==> src/rtl/serial_frame_tx_if.sv <==
// Word handshake between the word source and serial_frame_tx.
// Master drives valid/data, slave returns ready.
interface serial_frame_tx_if #(
    parameter int DATA_W = 8
);
    logic              in_valid;
    logic [DATA_W-1:0] in_data;
    logic              in_ready;

    modport master (
        output in_valid,
        output in_data,
        input  in_ready
    );

    modport slave (
        input  in_valid,
        input  in_data,
        output in_ready
    );
endinterface

==> src/rtl/serial_frame_tx.sv <==
// Serial frame transmitter: preamble of ones, 0 delimiter, then
// an MSB-first payload with a 0 stuffed after every MAX_RUN ones.
module serial_frame_tx #(
    parameter int DATA_W  = 8,
    parameter int PRE_LEN = 3,
    parameter int MAX_RUN = 2
) (
    input  logic             clk,
    input  logic             reset,
    serial_frame_tx_if.slave in_if,
    output logic             tx_bit,
    output logic             tx_active,
    output logic             frame_done
);
    localparam int PW = $clog2(PRE_LEN + 1);
    localparam int BW = $clog2(DATA_W + 1);
    localparam int RW = $clog2(MAX_RUN + 1);

    localparam logic [PW-1:0] PRE_MAX = PW'(PRE_LEN);
    localparam logic [BW-1:0] BIT_MAX = BW'(DATA_W);
    localparam logic [RW-1:0] RUN_MAX = RW'(MAX_RUN);

    typedef enum logic [2:0] {
        IDLE,
        PRE,
        DELIM,
        DATA,
        STUFF
    } state_t;

    state_t            state_q, state_d;
    logic [DATA_W-1:0] shift_q, shift_d;
    logic [PW-1:0]     pre_q, pre_d;
    logic [BW-1:0]     bits_q, bits_d;
    logic [RW-1:0]     run_q, run_d;
    logic              tx_bit_d;
    logic              tx_active_d;
    logic              done_d;
    logic              load_bit;
    logic              nxt_bit;
    logic [RW-1:0]     run_base;

    assign in_if.in_ready = (state_q == IDLE);

    // State names the bit currently on the line; outputs are
    // registered from the state being entered.
    always_comb begin
        state_d     = state_q;
        shift_d     = shift_q;
        pre_d       = pre_q;
        bits_d      = bits_q;
        run_d       = run_q;
        tx_bit_d    = 1'b0;
        tx_active_d = 1'b0;
        done_d      = 1'b0;
        load_bit    = 1'b0;
        nxt_bit     = shift_q[DATA_W-1];
        run_base    = (state_q == DELIM) ? '0 : run_q;

        unique case (state_q)
            IDLE: begin
                if (in_if.in_valid) begin
                    state_d     = PRE;
                    shift_d     = in_if.in_data;
                    pre_d       = PW'(1);
                    bits_d      = '0;
                    run_d       = '0;
                    tx_bit_d    = 1'b1;
                    tx_active_d = 1'b1;
                end
            end
            PRE: begin
                tx_active_d = 1'b1;
                if (pre_q == PRE_MAX) begin
                    state_d = DELIM;
                end else begin
                    pre_d    = pre_q + 1'b1;
                    tx_bit_d = 1'b1;
                end
            end
            DELIM: begin
                load_bit = 1'b1;
            end
            DATA: begin
                if (run_q == RUN_MAX) begin
                    state_d     = STUFF;
                    run_d       = '0;
                    tx_active_d = 1'b1;
                end else if (bits_q == BIT_MAX) begin
                    state_d = IDLE;
                    done_d  = 1'b1;
                end else begin
                    load_bit = 1'b1;
                end
            end
            STUFF: begin
                if (bits_q == BIT_MAX) begin
                    state_d = IDLE;
                    done_d  = 1'b1;
                end else begin
                    load_bit = 1'b1;
                end
            end
            default: begin
                state_d = IDLE;
            end
        endcase

        if (load_bit) begin
            state_d     = DATA;
            tx_bit_d    = nxt_bit;
            tx_active_d = 1'b1;
            shift_d     = shift_q << 1;
            bits_d      = bits_q + 1'b1;
            run_d       = nxt_bit ? run_base + 1'b1 : '0;
        end
    end

    always_ff @(posedge clk) begin
        if (reset) begin
            state_q    <= IDLE;
            shift_q    <= '0;
            pre_q      <= '0;
            bits_q     <= '0;
            run_q      <= '0;
            tx_bit     <= 1'b0;
            tx_active  <= 1'b0;
            frame_done <= 1'b0;
        end else begin
            state_q    <= state_d;
            shift_q    <= shift_d;
            pre_q      <= pre_d;
            bits_q     <= bits_d;
            run_q      <= run_d;
            tx_bit     <= tx_bit_d;
            tx_active  <= tx_active_d;
            frame_done <= done_d;
        end
    end
endmodule

==> src/flat_wrapper.sv <==
// flat-port wrapper written by rule: the top's interface ports become plain ports
module serial_frame_tx_flat 
#(
    parameter int DATA_W  = 8,
    parameter int PRE_LEN = 3,
    parameter int MAX_RUN = 2
)
  (clk, reset, tx_bit, tx_active, frame_done, in_if_in_valid, in_if_in_data, in_if_in_ready);
  serial_frame_tx_if #(.DATA_W(DATA_W)) in_if_i ();
  input  logic clk;
  input  logic reset;
  output logic tx_bit;
  output logic tx_active;
  output logic frame_done;
  input wire logic [$bits(in_if_i.in_valid)-1:0] in_if_in_valid;
  input wire logic [$bits(in_if_i.in_data)-1:0] in_if_in_data;
  output wire logic [$bits(in_if_i.in_ready)-1:0] in_if_in_ready;
  assign in_if_i.in_valid = in_if_in_valid;
  assign in_if_i.in_data = in_if_in_data;
  assign in_if_in_ready = in_if_i.in_ready;
  serial_frame_tx #(.DATA_W(DATA_W), .PRE_LEN(PRE_LEN), .MAX_RUN(MAX_RUN)) u_core (.clk(clk), .reset(reset), .in_if(in_if_i), .tx_bit(tx_bit), .tx_active(tx_active), .frame_done(frame_done));
endmodule
==> config.mk <==
export PLATFORM = sky130hd
export DESIGN_NAME = serial_frame_tx_flat
export DESIGN_NICKNAME = d
export VERILOG_FILES = /design/src/rtl/serial_frame_tx_if.sv /design/src/rtl/serial_frame_tx.sv /design/src/flat_wrapper.sv
export SDC_FILE = /design/constraint.sdc
export NUM_CORES = 1
export LEC_CHECK = 0
export CAP_MARGIN = 20
export CORE_UTILIZATION = 53
export CTS_CLUSTER_DIAMETER = 200
export DETAILED_ROUTE_END_ITERATION = 10
export MAX_ROUTING_LAYER = met4
export PLACE_DENSITY = 0.87
export SETUP_SLACK_MARGIN = 0.4
export SYNTH_ARGS = -nofsm -noshare
export SYNTH_HDL_FRONTEND = slang
export SYNTH_SLANG_ARGS = --single-unit
==> constraint.sdc <==
create_clock -name clk -period 2.2 [get_ports clk]
set_input_delay 0.33 -clock clk [delete_from_list [all_inputs] [get_ports clk]]
set_output_delay 0.33 -clock clk [all_outputs]
set_load 0.1 [all_outputs]
Word-level counts from Yosys, hierarchy flattened
Cells that the tools add are included.
Widths: inputs -> output; s select.

word-level totals
  bits in registers = 22
  bits of input ports = 11
  output and inout port bits = 4
  word-level logic and storage cells = 74

operators by class
  add/sub/neg operators = 3
  equal/unequal tests = 14
  multiplexer cells = 34
  bitwise logic cells = 1
  reductions and logical operators = 12

operators by type and width
  kind                 count
  $mux 8               3
  $mux 2               8
  $pmux 3 s5           1
  $mux 3               4
  $mux 4               3
  $reduce_and 3->1     4
  $mux 1               9
  $pmux 2 s2           2
  $eq 3x2->1 const B   2
  $ne 3x1->1 const B   2
  $pmux 1 s3           2
  $reduce_bool 2->1    3
  $add 2x1->2 const B  2
  $add 4x1->4 const B  1
  $eq 2x2->1 const B   2
  $eq 4x4->1 const B   1
  $ne 2x1->1 const B   2
  $ne 2x2->1 const B   2
  $pmux 1 s2           2
  $reduce_and 2->1     2
  $eq 3x1->1 const B   1
  $eq 3x3->1 const B   1
  $logic_not 3->1      1
  $ne 3x2->1 const B   1
  other kinds (3)      3

Longest topological paths before layout
  depth after elaboration = 6
  depth in mapped cells = 7
  depth with buffers taken out = 6

Worst setup path after synthesis
OpenSTA, ideal clock, no wires.

  path kind = reg2out
  start point = register u_core.state_q[2]
  end point = output port in_if_in_ready
  arrival = 2.560 ns
  required time = 1.870 ns
  path slack = -0.690 ns
  cell stages (with the launch flop) = 3
  path buffers = 1
  cells stage by stage = dfxtp_1 -> buf_2 -> nor3_1

on the way
  cells in the longest elaborated chain, start to end = 1

RTL lines
  item                    line                    text
  from (decl)             serial_frame_tx.sv:31   state_t state_q, state_d;
  from (signal assigned)  serial_frame_tx.sv:130  state_q <= state_d;
  $logic_not 3->1         serial_frame_tx.sv:43   assign in_if.in_ready = (state_q == IDLE);
  to (decl)               flat_wrapper.sv:17      output wire logic [$bits(in_if_i.in_ready)-1:0] in_if_in_ready;

No other way between the ends.

Worst setup path after layout
  start point = register u_core.state_q[1]
  end point = register u_core.shift_q[1]

on the way
  cells in the longest elaborated chain, start to end = 4

RTL lines
  item                                             line                    text
  $eq 3x3->1 / $eq 3x2->1 (equally long branches)  serial_frame_tx.sv:60   unique case (state_q)
  $pmux 1 s3                                       serial_frame_tx.sv:60
  $reduce_bool 2->1 (no line)                      -
  $reduce_and 2->1 (no line)                       -
  to (signal assigned)                             serial_frame_tx.sv:131  shift_q <= shift_d;
  to (decl)                                        serial_frame_tx.sv:32   logic [DATA_W-1:0] shift_q, shift_d;

Several ways; a longest one is shown, not always the timed one.
A chain may end at the register's enable or synchronous reset.

==> metrics list <==
- The flow ran to the end, and the final reports show no timing, DRC or antenna violations.
- At the end of routability-driven placement, the weighted congestion stood at 0.934.
- Of the total synthesized cell area, the portion taken by full adders, half adders and majority gates is 0.0330.
- After detailed routing, the average wire length per cell comes to 16.4 um.
- Source of the worst register-to-register timing path: u_core.state_q[1]
- CTS tree: yes
* Total Power: 0.00111 W
- Of the post-synthesis cell area, the dominant cell type holds 0.388.
* Number of antenna diodes: 0
* # H-tree levels: 1
- Worst clock skew: 0.00209 ns
- Dividing total power by cell area gives a power density of 725 nW/um^2.
- For this run, the detailed router's first-pass iteration total came to 4.
- Setup repair after global routing left no endpoint under its margin.
- Count leader, synth: dfxtp_1
- Synth top cells by count: dfxtp_1, a21oi_1, a211oi_1
- The die is 48.3 um wide.
- Syn_area_per_cell: 9.02 um^2
- Count of yosys warnings during synthesis: 0
- Placed inst area: 1320 um^2
* Capture point of the worst reg-to-reg path: u_core.shift_q[1]
* Gate count after technology mapping: 126
- Pin placement for this block handled 15 I/O pins.
* Most instantiated flip-flop cell in the synthesis netlist: dfxtp_1
* Slew @ Worst Pin: 0.649 ns
* Total setup violations reported at the end of the flow: 0
- Number of storage elements in the synthesis netlist: 22
* Mux share of post-synthesis cell area: 0.0617
* Library cells used by synthesis: 40
- STA puts the critical path data required time at 2.42 ns.
- In this run, post-CTS hold repair placed 0 buffers.
- For the final routed database, the setup TNS stands at 0 ns.
* Routed vias: 1080
- Simple-Gate Fraction of Synth Area: 0.225
- Max-capacitance violation count: 0
- STA classifies the critical path startpoint as a register.
- The die covers 2330 um^2.
- Across the VDD grid, the largest voltage drop is 0.000568 V.
* Final period demand of the worst path: 1.79 ns
* Total length of routed wires: 2880 um
* Post-synth design cell area: 1140 um^2
* Final hold violation count: 0
- The count of buffers added on input and output ports is 14.
- Top cell type by total area after synthesis: dfxtp_1
- CTS Buf Count: 3
* Setup Crit Path Kind: register to register
- Fraction of layout instances using a drive strength above 1: 0.342
- When the netlist entered floorplanning its net count stood at 140.
- Maximum achievable frequency: 559 MHz
* Cell types with the largest area share after synthesis: dfxtp_1, mux2i_1, a21oi_1
- Residual DRC count: 0
- Number of max-slew violations in the final report: 0
- Reg2reg setup slack: 0.41 ns
* Sequential area share after synthesis: 0.388
- Residual overflow from global routing: 0
* Worst Setup End Kind: register
- STA puts the critical path data arrival time at 2.00 ns.
* Max Fanout on Critical Path: 10
- Average via count per standard cell: 6.14
- The number of antenna violations at the first check in global routing was 0.
- After synthesis, the largest family of logic cells by area is compound AO/OA/AOI/OAI gates.
- Compound-gate portion of the synthesized area: 0.233
* Syn-to-layout area delta: 35.0%
- Measured against its own limit, the worst slew margin works out to 0.561.
* Initial core utilization: 0.573
- After legalization and detailed placement, the total HPWL measured 1730 um.
- Y dimension of the die: 48.3 um
- Nets@finish: 164
- Across every metal layer, demand over resource in global routing totals 0.242.
* Vias in the first global route: 1017
- The finished cells cover 1530 um^2.
- In the synthesized netlist the async set-or-reset flop fraction comes to 0.
- The worst hold path begins at u_core.pre_q[0].
* CORE AREA: 1980 um^2
* Largest net degree at the start of global routing: 14
- Of the total synthesized cell area, the portion taken by XOR and XNOR cells is 0.00771.
- The detailed router finished its first iteration with 32 violations.
* Worst min-delay path endpoint: u_core.pre_q[0]
* Clock tree root buffer cell: clkbuf_4
- The tree built by TritonCTS fans out to 22 sinks.
- Clock network latency to the later pin of the worst-skew pair: 0.32 ns
- Counting instances, the worst hold path has a depth of 1.
- Clock transition at the register clock pins on the worst setup and hold paths after CTS: 0.12 ns
- EDFF count, synth: 0
- The first global-routing pass estimated 4370 um of wire.
* Count of antenna-violating nets left after detailed routing: 0
- In this run the core area contains 16 standard-cell rows.
- Path depth of the worst reg2reg path: 5
- Worst min-delay path class: register to register
- Post-route core utilization: 0.774
* Period utilization: 0.813
* Max clock buf depth: 2
- Summed over all cells, the static leakage comes to 0.557 nW.
-- layout make-up --
cell class	count	area [um^2]
repair buffers	27	239
inverters	5	18.8
multi-input cells	91	761
fillers	125	448
well taps	27	33.8
flip-flops and latches	22	445
clock buffers	4	36.3
-- cells in the final DEF, fill, tap and decap left out, drive strengths merged --
cell type / instances
nand3: 4
o2111ai: 1
a311oi: 1
and2b: 1
nor4: 1
nor2: 6
inv: 5
a22oi: 1
xnor2: 1
nor2b: 3
or4: 2
dfxtp: 22
a32oi: 2
clkdlybuf4s50: 10
nor3: 6
a31o: 1
mux2i: 7
nand2b: 3
a21oi: 13
nand4: 3
a32o: 2
and4: 1
and3b: 1
nor3b: 1
a221oi: 3
nand3b: 1
nand2: 7
clkbuf: 4
buf: 17
nor4b: 2
o211ai: 1
o21ai: 4
a21o: 1
ha: 3
a211oi: 8
-- metrics by stage --
step	hold slack [ns]	setup slack (ns)	std cells
detailed placement	0.474	0.363	165
finish	0.500	0.412	176
CTS	0.493	0.393	174
floorplan	0.450	0.492	126
global route	0.536	0.351	176
global placement	0.461	0.414	165
-- worst max path at each step --
stage	endpoint	start	cells past startpoint	slack [ns]
after detailed placement	u_core.bits_q[2]	u_core.bits_q[0]	6	0.36
after global placement	u_core.bits_q[2]	u_core.bits_q[0]	6	0.41
after CTS	u_core.tx_bit	u_core.bits_q[0]	7	0.39
final	u_core.shift_q[1]	u_core.state_q[1]	5	0.41
after floorplan	u_core.shift_q[1]	u_core.bits_q[0]	7	0.49
after global routing	u_core.shift_q[1]	u_core.state_q[1]	5	0.35
-- where the power goes --
group	internal, W	switching [W]	total (W)
Sequential	0.000445	0.0000405	0.000485
Clock	0.000101	0.000129	0.000230
Combinational	0.000157	0.000240	0.000397
Total	0.000703	0.000409	0.00111
-- state kept, by name, summed over array words and instances, names as in the netlist --
name and flops:
u_core.state_q 3, u_core.pre_q 2, u_core.tx_active 1, u_core.frame_done 1, u_core.shift_q 8, u_core.bits_q 4, u_core.tx_bit 1, u_core.run_q 2
-- per-layer routing --
layer,part of all wire,global-route usage,vias to the layer above
met1,0.46,0.295,508
met2,0.47,0.408,46
met3,0.052,0.0189,7
met4,0.017,0.108,0
li1,-,-,519
met5,0,-,-
-- kinds of logic after synthesis --
logic type      Yosys count
fa+ha+maj                 3
compound gates           38
xor+xnor                  1
buf+inv                  13
mux                       7
flops                    22
simple gates             42
-- what timing repair did --
action	in CTS	in global routing
pin swaps	1	6
resized for setup	4	27
endpoints found under the setup margin	9	17
buffers inserted	5	2
-- critical path: stages, from the launching register on --
cell	delay (ns)
dfxtp_1	0.41
buf_4	0.21
nor4b_2	0.43
buf_4	0.29
mux2i_1	0.25
a211oi_2	0.09
Note: power is estimated with default switching activity, not from simulation.
